<file path="src/rtl/pipe_pkg.sv">
// Shared pipeline encodings: controller IF/ID commands, jump types and fetch FSM states.
package pipe_pkg;

  typedef enum logic [1:0] {
    CTR_ADV   = 2'b00,
    CTR_FLUSH = 2'b01,
    CTR_STALL = 2'b10   // 2'b11 is also treated as a stall
  } ifid_ctr_e;

  typedef enum logic [1:0] {
    JT_SEQ  = 2'b00,
    JT_JMPR = 2'b01,
    JT_JMPI = 2'b10,
    JT_INT  = 2'b11
  } jmp_type_e;

  typedef enum logic [1:0] {
    ST_FETCH = 2'b00,
    ST_FULL  = 2'b01,
    ST_DRAIN = 2'b10
  } fetch_state_e;

endpackage

</file>
<file path="src/rtl/fetch_buf.sv">
// Single-entry holding register for a fetched word that arrived while IF/ID was stalled.
module fetch_buf #(
  parameter int unsigned ADDR_W = 32,
  parameter int unsigned INSN_W = 32
) (
  input  logic              clk,
  input  logic              rst,
  input  logic              load_i,
  input  logic              clear_i,
  input  logic [INSN_W-1:0] insn_i,
  input  logic [ADDR_W-1:0] pc_i,
  output logic              valid_o,
  output logic [INSN_W-1:0] insn_o,
  output logic [ADDR_W-1:0] pc_o
);

  logic              valid_q;
  logic [INSN_W-1:0] insn_q;
  logic [ADDR_W-1:0] pc_q;

  // NOTE: sequential state uses non-blocking assignments so every flop samples pre-edge values.
  always_ff @(posedge clk) begin
    if (rst) begin
      valid_q <= 1'b0;
      insn_q  <= '0;
      pc_q    <= '0;
    end else if (clear_i) begin
      valid_q <= 1'b0;
    end else if (load_i) begin
      valid_q <= 1'b1;
      insn_q  <= insn_i;
      pc_q    <= pc_i;
    end
  end

  assign valid_o = valid_q;
  assign insn_o  = insn_q;
  assign pc_o    = pc_q;

endmodule

</file>
<file path="src/rtl/fetch_unit.sv">
// Instruction-fetch stage: owns the PC, talks to instruction memory, holds IF/ID and
// reacts to the controller's advance/flush/stall and redirect commands.
module fetch_unit
  import pipe_pkg::*;
#(
  parameter int unsigned       ADDR_W   = 32,
  parameter int unsigned       INSN_W   = 32,
  parameter logic [ADDR_W-1:0] RESET_PC = '0,
  parameter logic [ADDR_W-1:0] INT_VEC  = ADDR_W'(32'h100),
  parameter int unsigned       PC_INC   = 4
) (
  input  logic              clk,
  input  logic              rst,
  output logic              imem_req,
  output logic [ADDR_W-1:0] imem_addr,
  input  logic              imem_ack,
  input  logic [INSN_W-1:0] imem_data,
  input  logic [1:0]        ifid_ctr,
  input  logic [1:0]        jmp_type,
  input  logic [ADDR_W-1:0] jmpr_tgt,
  input  logic [ADDR_W-1:0] jmpi_tgt,
  input  logic              ext_int,
  input  logic              int_en,
  output logic              pval,
  output logic [INSN_W-1:0] ifid_insn,
  output logic [ADDR_W-1:0] ifid_pc,
  output logic              intp_if,
  output logic [ADDR_W-1:0] epc
);

  fetch_state_e      state_q, state_d;
  logic [ADDR_W-1:0] pc_q, pc_d;      // address of the outstanding (or next) request
  logic [ADDR_W-1:0] tgt_q, tgt_d;    // redirect target parked while draining
  logic [ADDR_W-1:0] epc_q, epc_d;
  logic [ADDR_W-1:0] ifid_pc_q, ifid_pc_d;
  logic [INSN_W-1:0] ifid_insn_q, ifid_insn_d;
  logic              pval_q, pval_d;
  logic              intp_q, intp_d;

  logic              req, ack, redirect;
  logic [ADDR_W-1:0] pc_next, redir_pc, oldest_pc;
  logic              buf_load, buf_clear, buf_valid;
  logic [INSN_W-1:0] buf_insn;
  logic [ADDR_W-1:0] buf_pc;

  fetch_buf #(
    .ADDR_W (ADDR_W),
    .INSN_W (INSN_W)
  ) u_buf (
    .clk     (clk),
    .rst     (rst),
    .load_i  (buf_load),
    .clear_i (buf_clear),
    .insn_i  (imem_data),
    .pc_i    (pc_q),
    .valid_o (buf_valid),
    .insn_o  (buf_insn),
    .pc_o    (buf_pc)
  );

  // Gating with rst keeps the request low while reset is held and drops any stale ack.
  assign req      = !rst && (state_q != ST_FULL);
  assign ack      = imem_ack && req;
  assign redirect = (jmp_type != JT_SEQ);
  assign pc_next  = pc_q + ADDR_W'(PC_INC);

  always_comb begin
    case (jmp_type)
      JT_JMPR: redir_pc = jmpr_tgt;
      JT_JMPI: redir_pc = jmpi_tgt;
      default: redir_pc = INT_VEC;
    endcase
    // Resume point when IF/ID is empty: buffered word, else the parked target, else the live request.
    if (buf_valid)                oldest_pc = buf_pc;
    else if (state_q == ST_DRAIN) oldest_pc = tgt_q;
    else                          oldest_pc = pc_q;
  end

  // NOTE: every signal driven here gets a default first, so no path can infer a latch.
  always_comb begin
    state_d     = state_q;
    pc_d        = pc_q;
    tgt_d       = tgt_q;
    epc_d       = epc_q;
    ifid_pc_d   = ifid_pc_q;
    ifid_insn_d = ifid_insn_q;
    pval_d      = pval_q;
    intp_d      = intp_q | (ext_int & int_en);
    buf_load    = 1'b0;
    buf_clear   = 1'b0;

    if (redirect) begin
      pval_d    = 1'b0;
      buf_clear = 1'b1;
      if (jmp_type == JT_INT) begin
        intp_d = 1'b0;
        epc_d  = pval_q ? ifid_pc_q : oldest_pc;
      end
      case (state_q)
        ST_FETCH: begin
          if (ack) begin
            pc_d = redir_pc;
          end else begin
            state_d = ST_DRAIN;
            tgt_d   = redir_pc;
          end
        end
        ST_FULL: begin
          state_d = ST_FETCH;
          pc_d    = redir_pc;
        end
        default: begin
          if (ack) begin
            state_d = ST_FETCH;
            pc_d    = redir_pc;
          end else begin
            tgt_d = redir_pc;
          end
        end
      endcase
    end else begin
      case (state_q)
        ST_FETCH: begin
          if (ifid_ctr == CTR_ADV) begin
            pval_d = ack;
            if (ack) begin
              ifid_insn_d = imem_data;
              ifid_pc_d   = pc_q;
              pc_d        = pc_next;
            end
          end else begin
            // Flush only kills IF/ID; a word landing now is kept in the buffer either way.
            if (ifid_ctr == CTR_FLUSH) pval_d = 1'b0;
            if (ack) begin
              buf_load = 1'b1;
              state_d  = ST_FULL;
              pc_d     = pc_next;
            end
          end
        end
        ST_FULL: begin
          if (ifid_ctr == CTR_ADV) begin
            ifid_insn_d = buf_insn;
            ifid_pc_d   = buf_pc;
            pval_d      = 1'b1;
            buf_clear   = 1'b1;
            state_d     = ST_FETCH;
          end else if (ifid_ctr == CTR_FLUSH) begin
            pval_d = 1'b0;
          end
        end
        default: begin
          if (ifid_ctr == CTR_ADV || ifid_ctr == CTR_FLUSH) pval_d = 1'b0;
          if (ack) begin
            state_d = ST_FETCH;
            pc_d    = tgt_q;
          end
        end
      endcase
    end
  end

  always_ff @(posedge clk) begin
    if (rst) begin
      state_q     <= ST_FETCH;
      pc_q        <= RESET_PC;
      tgt_q       <= RESET_PC;
      epc_q       <= '0;
      ifid_pc_q   <= '0;
      ifid_insn_q <= '0;
      pval_q      <= 1'b0;
      intp_q      <= 1'b0;
    end else begin
      state_q     <= state_d;
      pc_q        <= pc_d;
      tgt_q       <= tgt_d;
      epc_q       <= epc_d;
      ifid_pc_q   <= ifid_pc_d;
      ifid_insn_q <= ifid_insn_d;
      pval_q      <= pval_d;
      intp_q      <= intp_d;
    end
  end

  assign imem_req  = req;
  assign imem_addr = pc_q;
  assign pval      = pval_q;
  assign ifid_insn = ifid_insn_q;
  assign ifid_pc   = ifid_pc_q;
  assign intp_if   = intp_q;
  assign epc       = epc_q;

endmodule

</file>
<file path="config.mk">
export PLATFORM = sky130hd
export DESIGN_NAME = fetch_unit
export DESIGN_NICKNAME = d
export VERILOG_FILES = /design/src/rtl/pipe_pkg.sv /design/src/rtl/fetch_buf.sv /design/src/rtl/fetch_unit.sv
export SDC_FILE = /design/constraint.sdc
export NUM_CORES = 1
export LEC_CHECK = 0
export ABC_AREA = 1
export CORE_MARGIN = 5
export CORE_UTILIZATION = 25
export CTS_BUF_LIST = sky130_fd_sc_hd__clkbuf_8 sky130_fd_sc_hd__clkbuf_16
export DETAILED_ROUTE_END_ITERATION = 16
export PLACE_DENSITY = 0.53
export RECOVER_POWER = 25
export REMOVE_ABC_BUFFERS = 1
export SYNTH_ARGS = -nofsm -noshare
export SYNTH_HDL_FRONTEND = slang
export SYNTH_SLANG_ARGS = --single-unit
</file>
<file path="constraint.sdc">
create_clock -name clk -period 5.3 [get_ports clk]
set_clock_uncertainty 0.15 [all_clocks]
set_input_delay 1.06 -clock clk [delete_from_list [all_inputs] [get_ports clk]]
set_output_delay 1.06 -clock clk [all_outputs]
set_load 0.02 [all_outputs]
</file>
==> results by stage <==
Finish:
- The post-route non-filler standard cell count is 2531.
- Relative to the synthesized area, the layout overhead comes to 31.9%.
- The library cell used most frequently in the layout, excluding fill and tap cells, is sky130_fd_sc_hd__nand2_1.
- The core occupancy in the finished layout is 33.4%.
- The number of antenna diodes is 0.
- In the layout the commonest cells are 451 x sky130_fd_sc_hd__nand2_1, 229 x sky130_fd_sc_hd__o21ai_0, 228 x sky130_fd_sc_hd__dfxtp_1.
- The final standard cell area without fillers is around 15000 sq um.
- Of the cells placed in the final design, the portion with a size suffix greater than 1 is 4.04%.
- After the last flow step, the layout net total stands at 2024.
- The number of filler cells placed in the layout is 4917.

Clock network:
- The TritonCTS clock tree is yes.
- The post-cts repair resize count is 0.
- The total setup buffers inserted after CTS is 0.
- For the worst-skew pair, the clock arrives at the later sink with an insertion delay of between 500 and 600 ps.
- After clock tree synthesis, the flow added hold-fix buffers numbering 0.
- In this run the number of H-tree levels came out at 1.
- The longest clock path from root to sink contains 3 buffers.
- The tree built by TritonCTS fans out to 229 sinks.
- Clock-pin slew was measured on the worst setup and hold paths at roughly 60 ps.
- The root buffer selected by CTS is sky130_fd_sc_hd__clkbuf_16.
- The total CTS buffers is 28.

GRT:
- The first global-routing pass estimated 65.0 mm of wire.
- Entering global routing, the biggest net connects 99 pins.
- The global router's overall resource usage is 16.0%.
- The number of antenna violations at the first check in global routing is 0.
- The via count of the first global-routing pass was 11100.
- The residual overflow from global routing is 0.

Timing:
- The clock period minus final worst setup slack is 4230 ps.
- The part of the cycle the worst path needs is 79.8%.
- The setup TNS after final layout is 0 ps.
- Headroom to the max-slew limit came out at -50.2%.
- Setup repair after global routing left no endpoint under its margin.
- Based on the critical path, the design can be clocked at up to 236 MHz.
- The measured slew at the worst slew-check pin is 2250 ps.
- In the post-route analysis, the smallest setup slack over all paths is 1070 ps.
- The total setup violations reported at the end of the flow is 0.
- The max-slew violation count is 115.
- The number of hold violations in the final report was 0.
- Across all hold checks on the routed design, the worst slack comes to 289 ps.

Logic synthesis:
- Of the total synthesized cell area, the portion taken by XOR and XNOR cells is 0.382%.
- Each instance of the synthesized netlist takes up on average about 6.5 sq um.
- The main combinational cell family by area after synthesis is compound AO/OA/AOI/OAI gates.
- The synthesized netlist devotes less than 1% of its cell area to adder and majority cells.
- After technology mapping, the gate count stands at 1754.
- The number of enable-type register cells in the synthesized netlist is 0.
- The share of cell area taken by muxes after synthesis is 0%.
- Summing the areas of all compound-gate instances in the mapped netlist gives 26.0% of the synthesized area.
- After synthesis, the share of flip-flops with an asynchronous set or reset is 0%.
- The register bit total from synthesis is 229.
- The total number of yosys warnings is 0.
- Of the total synthesized cell area, the portion taken by AND, OR, NAND and NOR gates is around 22%.
- The synthesized netlist contains 30 unique library cells.
- The post-synthesis instance area is 11500 sq um.
- The most used flip-flop cell after synthesis is sky130_fd_sc_hd__dfxtp_1.
- The share of the Yosys chip area taken by registers is 39.9%.

Worst hold path:
- In this run the worst hold path is classified as flip-flop to flip-flop.
- The worst min-delay path startpoint is ifid_insn[18]$_SDFFE_PP0P_.

Placement:
- In this run the cell area measured after placement is 14200 sq um.
- After legalization and detailed placement, the total HPWL measured 28.9 mm.
- The count of buffers added on input and output ports is 235.
- The congestion estimate from routability-driven global placement came to 0.861.
- Counting tap cells, the placed design contains a total of between 2000 and 2500 instances.
- The setup slack after placement is 1460 ps.

Power and ir drop:
- The static power due to leakage is 5.52 nW.
- IR analysis of the VDD net gives a maximum drop of 0.157 mV.
- In this run the power density over the cells is between 300 and 400 nW/um^2.
- The design draws about 4.6 mW.

Route:
- The total met3 wirelength after detailed routing is 2.84 mm.
- The detailed-route wire length is 41.7 mm.
- For this block, the initial DRC count from the detailed router was 869.
- The post-detailed-route count of antenna-violating nets is 0.
- The routed wire length per instance is around 16 um.
- The wire length on met2 is 18.6 mm.
- The top routing layer in use is met4.
- Before antenna repair, the detailed router went through 5 iterations.
- The via-per-instance ratio is about 4.6.
- The DRC violation count after routing is 0.
- The wire length on met1 is 19.8 mm.
- The final route contains ~12000 vias.

Worst setup path:
- The largest stage delay on the critical path is ~860 ps.
- In this run the critical register-to-register path is launched from state_q[1]$_SDFFE_PP0P_.
- The category of the most critical setup path is input pin to primary output.
- The critical path arrival is 3020 ps.
- The standard cell with the maximum stage delay on the critical path is sky130_fd_sc_hd__clkbuf_1.
- The startpoint class of the critical path is an input pin.
- The data required time at the worst endpoint is 4090 ps.
- The maximum fanout count along the critical path is 20.
- The worst setup path is captured at a primary output.
- The critical path goes through clkbuf_1, buf_4, nor2_1, clkdlybuf4s50_1.
- The most critical setup path has its startpoint at rst.

Floorplanning:
- The die footprint is 50300 sq um.
- The die is 224 um wide.
- For this design the top-level I/O count stands at between 200 and 250.
- The initial utilization of the core area, before any placement, comes to 25.3%.
- The number of cell rows is around 80.
- In this run the standard cell core region covers approximately 45000 sq um.
- The die extent in y is 224 um.

Run status:
- The run finished, with violations left.
- The final reports fail on capacitance limit, slew limit.

Run:
- Across the run, the number of max-cap violations was 2.
kinds of logic (layout without fill, tap and decap cells):
logic type | count (synthesis) | after routing
adders and majority gates | 6 | 6
and+or+nand+nor | 652 | 652
AOI/OAI and AO/OA | 563 | 563
xor gates and xnor gates | 5 | 5
buffers and inverters | 299 | 476
DFF | 229 | 229
registers in the layout, summed over array words and instances, names as in the netlist, 2 cells and up:
register	flops
epc	32
ifid_insn	32
ifid_pc	32
imem_addr	32
tgt_q	32
u_buf.insn_o	32
u_buf.pc_o	32
state_q	2
layer usage:
metal	global-route usage [%]	vias to the layer above
met5	0	-
met4	2.42	0
met3	3.21	30
met2	25.9	340
met1	22.7	5304
li1	-	6041
critical path, delay by kind of cell:
family / cells / cell delay [ps]
AND/OR/NAND/NOR: 1 / 80
buffers and inverters: 3 / 1860
layout make-up:
type | instances | area, sq um | area share, %
Sequential cell | 229 | 4590 | 30.3
Clock inverter | 15 | 193 | 1.27
Multi-Input combinational cell | 1226 | 5670 | 37.5
Clock buffer | 33 | 781 | 5.16
Inverter | 172 | 648 | 4.28
Tap cell | 600 | 751 | 4.96
Timing Repair Buffer | 256 | 2510 | 16.6
worst paths after layout:
kind                                                   end  slack (ps)  cells after the start
worst max-delay path                              imem_req        1070                      4
worst min-delay path            ifid_insn[18]$_SDFFE_PP0P_         290                      2
worst max register to register  u_buf.pc_o[2]$_SDFFE_PP0P_        2080                      8
worst min register to register  ifid_insn[18]$_SDFFE_PP0P_         290                      2
cell usage after synthesis (2+ instances only):
cell	instances	area (sq um)
sky130_fd_sc_hd__a211oi_1	3	22.5
sky130_fd_sc_hd__a21oi_1	196	981
sky130_fd_sc_hd__a22o_1	8	70.1
sky130_fd_sc_hd__a31oi_1	35	219
sky130_fd_sc_hd__buf_1	3	11.3
sky130_fd_sc_hd__buf_2	42	210
sky130_fd_sc_hd__buf_4	11	82.6
sky130_fd_sc_hd__clkbuf_1	68	255
sky130_fd_sc_hd__clkbuf_2	2	10.0
sky130_fd_sc_hd__dfxtp_1	229	4580
sky130_fd_sc_hd__ha_1	6	75.1
sky130_fd_sc_hd__inv_1	165	619
sky130_fd_sc_hd__inv_2	7	26.3
sky130_fd_sc_hd__nand2_1	450	1690
sky130_fd_sc_hd__nand2_2	2	12.5
sky130_fd_sc_hd__nand3_1	53	265
sky130_fd_sc_hd__nor2_1	139	522
sky130_fd_sc_hd__nor2_2	3	18.8
sky130_fd_sc_hd__o211ai_1	34	255
sky130_fd_sc_hd__o21ai_0	229	1150
sky130_fd_sc_hd__o21ai_1	57	285
sky130_fd_sc_hd__xnor2_1	2	17.5
sky130_fd_sc_hd__xor2_1	3	26.3
power breakdown:
group | leakage (nW) | total, mW | switching [mW] | internal [mW]
Sequential | 1.86 | 1.87 | 0.0774 | 1.79
Clock | 0.504 | 2.03 | 0.758 | 1.28
Combinational | 3.16 | 0.673 | 0.403 | 0.270
No activity file was read; power rests on OpenSTA's default activity.
